**config.mk**
```make
export PLATFORM = sky130hd
export DESIGN_NAME = me_control
export DESIGN_NICKNAME = d
export VERILOG_FILES = /design/src/rtl/me_control.sv
export SDC_FILE = /design/constraint.sdc
export NUM_CORES = 1
export LEC_CHECK = 0
export BUFFER_PORTS_ARGS = -buffer_cell sky130_fd_sc_hd__buf_2
export CORE_UTILIZATION = 46
export CTS_CLUSTER_SIZE = 10
export DETAILED_ROUTE_END_ITERATION = 16
export PLACE_DENSITY = 0.79
export SLEW_MARGIN = 5
export SYNTH_ARGS = -nofsm -noshare
export SYNTH_HDL_FRONTEND = slang
export SYNTH_SLANG_ARGS = --single-unit
```
**constraint.sdc**
```tcl
create_clock -name clock -period 2.6 [get_ports clock]
set_input_delay 0.52 -clock clock [delete_from_list [all_inputs] [get_ports clock]]
set_output_delay 0.52 -clock clock [all_outputs]
set_load 0.01 [all_outputs]
```
**src/rtl/me_control.sv**
```systemverilog
// me_control: sequences a 16-PE full-search motion estimator over a 16x16 block.
module me_control (
  input  logic        clock,
  input  logic        reset,
  input  logic        start,
  output logic        busy,
  output logic        done,
  output logic        CompStart,
  output logic [15:0] PEready,
  output logic [3:0]  vectorX,
  output logic [3:0]  vectorY,
  output logic [15:0] newDist,
  output logic [7:0]  AddressR
);
  typedef enum logic [1:0] {IDLE, RUN, DONE} state_t;
  state_t      state;
  logic [12:0] count;
  logic        run, ready;
  always_ff @(posedge clock)
    if (reset) begin
      state <= IDLE;
      count <= '0;
    end else begin
      state <= state == IDLE ? (start ? RUN : IDLE) :
               state == RUN  ? (count == 13'd4111 ? DONE : RUN) : IDLE;
      count <= (state == RUN && count != 13'd4111) ? count + 13'd1 : '0;
    end
  assign run       = state == RUN;
  // a PE reports its previous row while the next row restarts, so row 0 never reports
  assign ready     = run && count[12:8] != 5'd0 && count[7:4] == 4'd0;
  assign busy      = run;
  assign CompStart = run;
  assign done      = state == DONE;
  assign newDist   = (run && !count[12] && count[7:4] == 4'd0) ? 16'd1 << count[3:0] : '0;
  assign PEready   = ready ? 16'd1 << count[3:0] : '0;
  assign vectorX   = ready ? count[3:0] : '0;
  assign vectorY   = ready ? count[11:8] - 4'd1 : '0;
  assign AddressR  = (run && !count[12]) ? count[7:0] : '0;
endmodule

```
# After elaboration in Yosys (flattened, before gate mapping)
# Cells that the tools add are included.
# op_classes
n_shift,1
mux,9
add_sub_neg,2
bitwise_logic,1
n_eq_ne,4
reduce_logical,10
# op_table
op,n
$mux W16,2
$shl A1 B4 Y16 const A,1
$add A13 B1 Y13 const B,1
$eq A13 B13 Y1 const B,1
$ne A13 B13 Y1 const B,1
$mux W4,2
$mux W8,1
$mux W2,3
$logic_and A1 B1 Y1,5
$reduce_bool A5 Y1,1
$logic_not A4 Y1,1
$sub A4 B1 Y4 const B,1
$eq A2 B1 Y1 const B,1
$eq A2 B2 Y1 const B,1
$logic_not A2 Y1,1
$reduce_or A2 Y1,1
$logic_not A1 Y1,1
$mux W1,1
$not A1 Y1,1
# totals
out_inout_bits,51
wordCells,29
ff_bits,15
in_bits,3

# Depth between registers and ports, before layout
# Gate-level depths: netlist of run 1.
# depth
depth_word,4
ltp_mapped,7
depth_no_buf,6

# Least setup slack after synthesis of run 1
# OpenSTA, ideal clock, no wires.
# synth_timing
kind,reg2out
from,register count[5]
to,output PEready[10]
required_time_ns,2.080
stages_incl_launch_ff,5
arrival_time_ns,1.543
setup_slack_ns,0.537
path_buffers,0
path_cell_list,dfxtp_1 > or4_4 > a211oi_4 > nand2_2 > nor2_1
# synth_between
elab_chain_len,3
# synth_rtl
item,line_no,rtl
from (decl),17,logic [12:0] count;
from (signal assigned),26,count <= (state == RUN && count != 13'd4111) ? count + 13'd1 : '0;
$logic_not A4 Y1,30,assign ready = run && count[12:8] != 5'd0 && count[7:4] == 4'd0;
$logic_and A1 B1 Y1,30,
$mux W16,35,assign PEready = ready ? 16'd1 << count[3:0] : '0;
to (decl),9,"output logic [15:0] PEready,"
# No other way between the ends.

# Worst setup path in the final report of run 1
# layout_timing
from,register count[4]
to,output PEready[0]
# Same word-level chain as after synthesis.

==> flow_metrics.tcl, run 1 <==
set metrics [dict create \
    critical_path_class "reg2out" \
    status "finished, final reports clean" \
    die-area_mm2 0.00268 \
    p_leak_nw 0.753 \
    yosys.area_share.adder_pct 9.90 \
    grt_pass1_wl_um 4480 \
    clock_tree_from_tritoncts "yes" \
    timing.critical_path.required_ps 2080 \
    timing.critical_path.arrival_ps 2040 \
    gr-usage-all-layers_pct 22.1 \
    synth-seq-cells 15 \
    synth_common_cells "sky130_fd_sc_hd__nor2_1, sky130_fd_sc_hd__dfxtp_1, sky130_fd_sc_hd__nor3_1, sky130_fd_sc_hd__inv_1, sky130_fd_sc_hd__xnor2_1" \
    max_stage_delay_cell_worst_path "sky130_fd_sc_hd__or4_4" \
    syn_avg_cell_area_um2 7.15 \
    max_clock_freq_ghz 0.391 \
    min_to "state[1]" \
    hp-class "in2reg" \
    io_buffers 53 \
    synth_nets 171 \
    holdCritStartpoint "reset" \
    pin_count_of_the_biggest_net_entering_global_routing 20 \
    via_count 1221 \
    ctsHoldBuffers 0 \
    worst-path-buf-inv 2 \
    chipHeight_um 51.7 \
    ys_seq_area_share_pct 26.4 \
    final_nets 224 \
    cp-start-kind "flip-flop" \
    ys_async_sr_fraction_pct 0 \
    post-synth-top-area-cell "sky130_fd_sc_hd__dfxtp_1" \
    tritoncts.num_buffers 3 \
    stages_on_the_worst_setup_path 6 \
    post_synth_main_area_contributors "sky130_fd_sc_hd__dfxtp_1, sky130_fd_sc_hd__nor2_1, sky130_fd_sc_hd__ha_1" \
    postLayoutCoreUtil_pct 65.8 \
    n_antenna_cell 0 \
    critical-path-max-stage-delay_ps 570 \
    clk-insertion-delay-late_ps 290 \
    synthSimpleGateAreaFrac_pct 43.8 \
    detail-route-antenna-nets 0 \
    actual_transition_at_the_worst_max_transition_pin_ps 561 \
    detailedRoute.firstIterationViolations 16 \
    synth_enable_flop_cells 0 \
    syn-instance-count 159 \
    gr-usage-met3_pct 2.34 \
    yosysUniqueCellTypes 27 \
    period_share_pct 98.4 \
    power_per_cell_area_mw_per_mm2 282 \
    critical-path-top-delay-family "simple AND/OR/NAND/NOR gates" \
    floorplan.initialDensity_pct 50.0 \
    synth.area.mux_share_pct 0 \
    drt-vias-per-instance 5.11 \
    drt_drc_violations_left 0 \
    mappedNetlistArea_mm2 0.00114 \
    synthDominantCellAreaShare_pct 26.4 \
    post-synth-top-count-cell "sky130_fd_sc_hd__nor2_1" \
    global_route.usage.met2_pct 45.9 \
    groute.layer.met1.usage_pct 21.6 \
    crit_fanout 6 \
    ys.warnings.count 0 \
    pre_cts_slack_ps 320 \
    clock-root-buffer "sky130_fd_sc_hd__clkbuf_4" \
    placed_cells 233 \
    holdPathStages 2 \
    timing.max_slew.rel_slack_pct 62.5 \
    final_period_minus_worst_setup_slack_ps 2560 \
    pin_count 54 \
    final-setup-viol-count 0 \
    antenna_found_initial 0 \
    synth_compound_gate_area_share_pct 3.30 \
    slew_viol_final 0 \
    finalWeightedCongestion 0.810 \
    final_hold_viol_count 0 \
    firstDrtPassIters 4 \
    clock-sinks 15 \
    grt.overflow.total 0 \
    fin_tns_setup_ps 0 \
    timing.hold.ws_ps 414 \
    h_tree_level_count 1 \
    standard_cell_rows 17 \
    r2r_cells 4 \
    ir_drop_v 0.000292 \
    unrepaired_setup_endpoints_after_global_routing "yes" \
    skew_ps 5.15 \
    setup.worst_path.end_class "output port" \
    rr_endpoint "state[0]" \
    avgRoutedWirePerCell_um 12.1 \
    chipWidth_um 51.7 \
    dominant_combinational_cell_family_by_area_after_synthesis "simple AND/OR/NAND/NOR gates" \
    coreArea_mm2 0.00228 \
    area_growth_syn_to_layout_pct 31.6 \
    wl_um 2890 \
    busiest_layer "met2" \
    grt_pass1_vias 1086 \
    final_layout_size_suffix_gt1_share_pct 37.4 \
    post_synth_xor_area_fraction_pct 9.24 \
    crit-reg2reg-launch "count[2]" \
    cts-root-to-sink-buffers 2 \
    finalWorstSetupSlack_ps 42.5 \
    cell_breakdown_of_the_critical_path "or4_4, a211oi_4, buf_6, nand2_4, nor3_2, buf_2" \
    regToRegSetupSlack_ps 660 \
    clkSlewWorstSetupHoldPaths_ps 100 \
    ys_dominant_reg_cell "sky130_fd_sc_hd__dfxtp_1" \
    dpl.hpwl_um 2260 \
    stdcell_count 239 \
    maxCapViolCount 0 \
]
-- cells in the final DEF (no fill, tap or decap), types with 2 or more instances in the layout --
cell,count
sky130_fd_sc_hd__nor2_2,3
sky130_fd_sc_hd__xnor2_1,10
sky130_fd_sc_hd__nand4_1,3
sky130_fd_sc_hd__ha_1,9
sky130_fd_sc_hd__nand2_4,2
sky130_fd_sc_hd__dfxtp_1,11
sky130_fd_sc_hd__xor2_1,2
sky130_fd_sc_hd__buf_2,53
sky130_fd_sc_hd__nor3_2,4
sky130_fd_sc_hd__nand2_1,9
sky130_fd_sc_hd__nor2_1,41
sky130_fd_sc_hd__buf_4,3
sky130_fd_sc_hd__and2_1,2
sky130_fd_sc_hd__nor3_1,12
sky130_fd_sc_hd__and3_1,8
sky130_fd_sc_hd__clkbuf_4,3
sky130_fd_sc_hd__nand3_1,4
sky130_fd_sc_hd__inv_1,10
sky130_fd_sc_hd__dfxtp_4,4
sky130_fd_sc_hd__nor4_1,2
sky130_fd_sc_hd__nand2b_1,4
-- metrics by stage --
stage	total power [mW]	area [um^2]
after global routing	0.437	1500
final	0.421	1500
after detailed placement	0.289	1410
after global placement	0.288	1410
after CTS	0.425	1440
after floorplan	0.278	1140
-- routing by layer --
metal | wire [um] | up-vias | share of wire (%)
met5 | 0 | - | 0
met4 | 29 | 0 | 1.0
met3 | 135 | 4 | 4.7
met2 | 1530 | 38 | 53
met1 | 1200 | 553 | 41
li1 | - | 626 | -
-- cell type report --
| class | count | area, um^2 |
|---|---|---|
| fillers | 200 | 779 |
| clock buffers | 3 | 22.5 |
| clock inverters | 1 | 7.51 |
| multi-input cells | 124 | 776 |
| well taps | 28 | 35.0 |
| inverters | 11 | 41.3 |
| flip-flops and latches | 15 | 315 |
| repair buffers | 57 | 299 |
-- sequential cells by signal (all words and copies together) (netlist names) --
| signal | count |
|---|---|
| state | 2 |
| count | 13 |
-- worst reg2reg max path: stages (launching register included) --
cell	delay, ps
sky130_fd_sc_hd__dfxtp_1	650
sky130_fd_sc_hd__and3_1	390
sky130_fd_sc_hd__nand4_1	160
sky130_fd_sc_hd__nand3b_1	450
sky130_fd_sc_hd__o41ai_1	150
-- cells by family after synthesis --
group,count (synthesis)
AOI/OAI and AO/OA,3
xor gates and xnor gates,12
adders and majority gates,9
buffers and inverters,20
DFF,15
and+or+nand+nor,100
-- report_power, final --
| group | internal, mW | leakage, nW | switching, mW |
|---|---|---|---|
| Clock | 0.0586 | 0.0139 | 0.0823 |
| Combinational | 0.0144 | 0.614 | 0.0332 |
| Sequential | 0.229 | 0.125 | 0.00388 |
| Total | 0.302 | 0.753 | 0.119 |
-- repair_timing --
action,CTS,global route
setup buffers,0,3
resized for setup,0,16
pin swaps,1,7
endpoints found under the setup margin,5,25
cloned,0,0
-- how the worst max path moves through the flow --
stage                         from           to  slack (ps)
after floorplan           count[5]  PEready[10]         540
after global placement    count[5]   PEready[6]         390
after detailed placement  count[8]   PEready[5]         320
after CTS                 count[8]   PEready[5]          10
after global routing      count[4]   PEready[0]         -40
final                     count[4]   PEready[0]          40
Note: power is estimated with default switching activity, not from simulation.
==> run 2: changes to the inputs <==
--- a/config.mk
+++ b/config.mk
@@ -10,6 +10,7 @@
 export CTS_CLUSTER_SIZE = 10
 export DETAILED_ROUTE_END_ITERATION = 16
 export PLACE_DENSITY = 0.79
+export REMOVE_ABC_BUFFERS = 1
 export SLEW_MARGIN = 5
 export SYNTH_ARGS = -nofsm -noshare
 export SYNTH_HDL_FRONTEND = slang
==> run 2 against run 1 <==
Against the previous run: register-to-register slack improved by 20 ps; via count is 1.5% higher; critical path depth fell by 1; combinational power is essentially flat; worst setup slack improved by 5.6 ps; routed wire length fell by 1.5%; die area is the same; count of clock-buffer cells in the layout is 1 higher; global-route usage rose by 0.12 points; critical path type unchanged; highest routed layer unchanged.
==> flow_metrics.tcl, run 2 (synthesis results as in run 1) <==
set metrics [dict create \
    io_buffers 53 \
    largest-register "count" \
    actual_transition_at_the_worst_max_transition_pin_ps 557 \
    pre_cts_slack_ps 334 \
    standard_cell_rows 17 \
    chipWidth_um 51.7 \
    power_per_cell_area_mw_per_mm2 277 \
    via_count 1239 \
    maxCapViolCount 0 \
    final_layout_size_suffix_gt1_share_pct 35.4 \
    final_nets 225 \
    largest_registers "count x13, state x2" \
    unrepaired_setup_endpoints_after_global_routing "yes" \
    critical_path_class "reg2out" \
    mostFrequentLayoutCell "sky130_fd_sc_hd__buf_2" \
    gr-usage-all-layers_pct 22.2 \
    dpl.hpwl_um 2170 \
    regToRegSetupSlack_ps 680 \
    cp-start-kind "flip-flop" \
    detailedRoute.firstIterationViolations 31 \
    critical-path-max-stage-delay_ps 580 \
    die-area_mm2 0.00268 \
    clock-root-buffer "sky130_fd_sc_hd__clkbuf_4" \
    cell_breakdown_of_the_critical_path "or4_4, a211oi_4, buf_4, and3_4, buf_6" \
    area_growth_syn_to_layout_pct 30.7 \
    crit-reg2reg-launch "count[2]" \
    finalWeightedCongestion 0.802 \
    drt_drc_violations_left 0 \
    antenna_found_initial 0 \
    r2r_cells 4 \
    pin_count_of_the_biggest_net_entering_global_routing 20 \
    hp-class "in2reg" \
    chipHeight_um 51.7 \
    grt.overflow.total 0 \
    max_clock_freq_ghz 0.392 \
    pin_count 54 \
    timing.critical_path.required_ps 2080 \
    layout_common_cells "sky130_fd_sc_hd__buf_2, sky130_fd_sc_hd__nor2_1, sky130_fd_sc_hd__nor3_1" \
    cts-root-to-sink-buffers 2 \
    drt-vias-per-instance 5.16 \
    finalWorstSetupSlack_ps 48.0 \
    final_hold_viol_count 0 \
    grt_pass1_wl_um 4510 \
    n_antenna_cell 0 \
    clkSlewWorstSetupHoldPaths_ps 80 \
    skew_ps 5.72 \
    max_stage_delay_cell_worst_path "sky130_fd_sc_hd__or4_4" \
    timing.hold.ws_ps 415 \
    period_share_pct 98.2 \
    critical-path-top-delay-family "simple AND/OR/NAND/NOR gates" \
    power_uw 411 \
    min_to "state[1]" \
    p_leak_nw 0.741 \
    coreArea_mm2 0.00228 \
    clock_tree_from_tritoncts "yes" \
    firstDrtPassIters 4 \
    timing.max_slew.rel_slack_pct 62.7 \
    final_period_minus_worst_setup_slack_ps 2550 \
    worst-path-buf-inv 2 \
    wl_um 2850 \
    grt_pass1_vias 1053 \
    clk-insertion-delay-late_ps 280 \
    crit_fanout 6 \
    fin_tns_setup_ps 0 \
    critPathLaunch "count[4]" \
    rr_endpoint "state[0]" \
    h_tree_level_count 1 \
    holdPathStages 2 \
    setup.worst_path.end_class "output port" \
    floorplan.initialDensity_pct 50.0 \
    holdCritStartpoint "reset" \
    final-setup-viol-count 0 \
    clock-sinks 15 \
    timing.critical_path.arrival_ps 2030 \
    avgRoutedWirePerCell_um 11.9 \
    ir_drop_v 0.000277 \
    slew_viol_final 0 \
    tritoncts.num_buffers 3 \
    largest_register_ffs 13 \
    status "finished, final reports clean" \
    detail-route-antenna-nets 0 \
    postLayoutCoreUtil_pct 65.3 \
]
## run 2: changes by cell type in the layout (fill, tap and decap cells not counted), moves of 2 or more
cell,before,now
sky130_fd_sc_hd__nor2_1,41,44
sky130_fd_sc_hd__nor2_2,3,0
sky130_fd_sc_hd__buf_4,3,5
sky130_fd_sc_hd__dfxtp_2,0,2
sky130_fd_sc_hd__dfxtp_4,4,2
sky130_fd_sc_hd__nand2_2,1,3
sky130_fd_sc_hd__nand2_4,2,0
## run 2: worst max path at each step
stage	to	slack, ps	cells past startpoint
final	PEready[15]	50	5
after floorplan	PEready[10]	540	4
after global routing	vectorX[3]	-20	5
after detailed placement	PEready[6]	330	8
after CTS	PEready[6]	20	8
after global placement	PEready[6]	400	5
## run 2: layout make-up
class                           count  area [um^2]
Fill cell                         204          790
Multi-Input combinational cell    124          764
Sequential cell                    15          310
Timing Repair Buffer               58          309
Inverter                           11         41.3
Tap cell                           28         35.0
Clock buffer                        4         26.3
## run 2: layer usage
layer / routed length [um] / vias up / GRT usage, %
met1: 1200 / 548 / 25.2
met4: 51 / 0 / 10.4
li1: - / 623 / -
met3: 176 / 7 / 2.05
met2: 1420 / 61 / 41.3
met5: 0 / - / 0
## run 2: power by group
group          switching, mW  internal, mW  leakage, nW
logic                 0.0329        0.0150        0.602
registers            0.00373         0.231        0.124
clock network         0.0694        0.0596       0.0150
## run 2: through the flow
step | instances | cell area [um^2]
5_1_grt | 240 | 1490
3_3_place_gp | 233 | 1410
2_1_floorplan | 150 | 1090
3_5_place_dp | 233 | 1410
4_1_cts | 237 | 1440
6_report | 240 | 1490
## run 2: timing repair
action                     4_1_cts  5_1_grt
resized for setup                0        9
setup buffers                    0        3
hold buffers                     0        0
setup endpoints to repair        0       30
==> run 3: changes to the inputs <==
--- a/config.mk
+++ b/config.mk
@@ -9,6 +9,7 @@
 export CORE_UTILIZATION = 46
 export CTS_CLUSTER_SIZE = 10
 export DETAILED_ROUTE_END_ITERATION = 16
+export GPL_TIMING_DRIVEN = 0
 export PLACE_DENSITY = 0.79
 export REMOVE_ABC_BUFFERS = 1
 export SLEW_MARGIN = 5
==> run 3 against run 2 <==
Against the previous run: final cell count fell by 1.3%; global-route usage fell by 1.2 points; register-to-register slack got worse by 120 ps; cell area fell by 2.2%; worst setup slack got worse by 4.6 ps; first-iteration DRC count fell by 9.7%; sequential cell count did not move; maximum frequency fell by 0.18%; via count fell by 0.56%; clock skew fell by 2.0 ps; critical endpoint is now PEready[11]; highest routed layer unchanged.
==> flow_metrics.tcl, run 3 (synthesis results as in run 1) <==
set metrics [dict create \
    chipWidth_um 51.7 \
    r2r_cells 4 \
    power_per_cell_area_mw_per_mm2 287 \
    die-area_mm2 0.00268 \
    clk-insertion-delay-late_ps 280 \
    final_nets 222 \
    grt_pass1_wl_um 4250 \
    final-setup-viol-count 0 \
    cts-root-to-sink-buffers 2 \
    skew_ps 3.71 \
    clkSlewWorstSetupHoldPaths_ps 90 \
    hp-class "in2reg" \
    pin_count_of_the_biggest_net_entering_global_routing 21 \
    status "finished, final reports clean" \
    critical-path-top-delay-family "simple AND/OR/NAND/NOR gates" \
    final_period_minus_worst_setup_slack_ps 2560 \
    dpl.hpwl_um 2160 \
    detailedRoute.firstIterationViolations 28 \
    tritoncts.num_buffers 3 \
    chipHeight_um 51.7 \
    critPathLaunch "count[5]" \
    ir_drop_v 0.000243 \
    final_hold_viol_count 0 \
    antenna_found_initial 0 \
    cell_breakdown_of_the_critical_path "or4_4, a211oi_4, buf_4, and3_1, buf_2" \
    h_tree_level_count 1 \
    avgRoutedWirePerCell_um 11.8 \
    crit-reg2reg-launch "count[3]" \
    critical-path-max-stage-delay_ps 590 \
    max_clock_freq_ghz 0.391 \
    p_leak_nw 0.732 \
    placed_area_mm2 0.00140 \
    standard_cell_rows 17 \
    final_layout_size_suffix_gt1_share_pct 34.9 \
    timing.hold.ws_ps 420 \
    timing.critical_path.arrival_ps 2040 \
    ctsHoldBuffers 0 \
    io_buffers 53 \
    fin_tns_setup_ps 0 \
    timing.max_slew.rel_slack_pct 57.7 \
    layout_common_cells "sky130_fd_sc_hd__buf_2, sky130_fd_sc_hd__nor2_1, sky130_fd_sc_hd__nor3_1, sky130_fd_sc_hd__dfxtp_1, sky130_fd_sc_hd__inv_1" \
    drt_drc_violations_left 0 \
    finalWeightedCongestion 0.819 \
    crit_fanout 7 \
    holdCritStartpoint "reset" \
    n_antenna_cell 0 \
    setup.worst_path.end_class "output port" \
    timing.critical_path.required_ps 2080 \
    detail-route-antenna-nets 0 \
    slew_viol_final 0 \
    clock-root-buffer "sky130_fd_sc_hd__clkbuf_4" \
    coreArea_mm2 0.00228 \
    critical_path_class "reg2out" \
    grt.overflow.total 0 \
    cp-start-kind "flip-flop" \
    mostFrequentLayoutCell "sky130_fd_sc_hd__buf_2" \
    clock-sinks 15 \
    stages_on_the_worst_setup_path 5 \
    max_stage_delay_cell_worst_path "sky130_fd_sc_hd__or4_4" \
    maxCapViolCount 0 \
    via_count 1232 \
    largest_register_ffs 13 \
    clock_tree_from_tritoncts "yes" \
    area_growth_syn_to_layout_pct 27.8 \
    firstDrtPassIters 4 \
    pin_count 54 \
    largest_registers "count x13, state x2" \
    floorplan.initialDensity_pct 50.0 \
    drt-vias-per-instance 5.20 \
    period_share_pct 98.3 \
    final_design_area_no_fill_mm2 0.00145 \
    largest-register "count" \
    grt_pass1_vias 981 \
    holdPathStages 2 \
    wl_um 2800 \
    gr-usage-all-layers_pct 21.0 \
    worst-path-buf-inv 2 \
    actual_transition_at_the_worst_max_transition_pin_ps 633 \
]
-- run 3: cell count changes in the layout (fill, tap and decap cells not counted), sizes merged --
| cell | previous run | this run |
|---|---|---|
| buf | 58 | 55 |
| clkbuf | 4 | 3 |
| clkinv | 0 | 1 |
-- run 3: worst register-to-register path, cell delays in order, from the launching register on --
cell,delay (ps)
sky130_fd_sc_hd__dfxtp_1,730
sky130_fd_sc_hd__and3_1,430
sky130_fd_sc_hd__nand4_1,160
sky130_fd_sc_hd__nand3b_1,430
sky130_fd_sc_hd__o41ai_1,150
-- run 3: cell type report --
cell class | instances | area (um^2)
Inverter | 11 | 41.3
Clock inverter | 1 | 5.00
Timing Repair Buffer | 55 | 280
Multi-Input combinational cell | 124 | 766
Fill cell | 212 | 822
Sequential cell | 15 | 304
Clock buffer | 3 | 22.5
Tap cell | 28 | 35.0
-- run 3: where the power goes --
part	internal [mW]	switching (mW)
Sequential	0.233	0.00392
Clock	0.0571	0.0762
Combinational	0.0151	0.0326
Total	0.305	0.113
-- run 3: path summary, 6_finish.rpt --
| kind | slack [ps] | to |
|---|---|---|
| worst max-delay path | 40 | PEready[11] |
| worst min-delay path | 420 | state[1] |
| worst max register to register | 560 | state[0] |
| worst min register to register | 470 | state[0] |
-- run 3: stage by stage --
step	utilization [%]	setup slack, ps	std cells	total power, mW
floorplan	-	537	150	0.273
global placement	61.3	331	231	0.287
detailed placement	61.3	268	231	0.288
CTS	62.7	4.93	235	0.420
global route	63.9	-3.89	237	0.437
finish	63.9	43.4	237	0.418
-- run 3: routing by layer --
metal	vias to the layer above	wire (um)	GRT usage, %
li1	615	-	-
met1	551	1240	22.5
met2	61	1360	40.9
met3	5	177	3.51
met4	0	29	6.76
met5	-	0	0
-- run 3: timing repair --
action	in CTS	in global routing
endpoints found under the setup margin	9	19
gates resized for setup	1	5
setup buffers	0	2
pin swaps	0	1
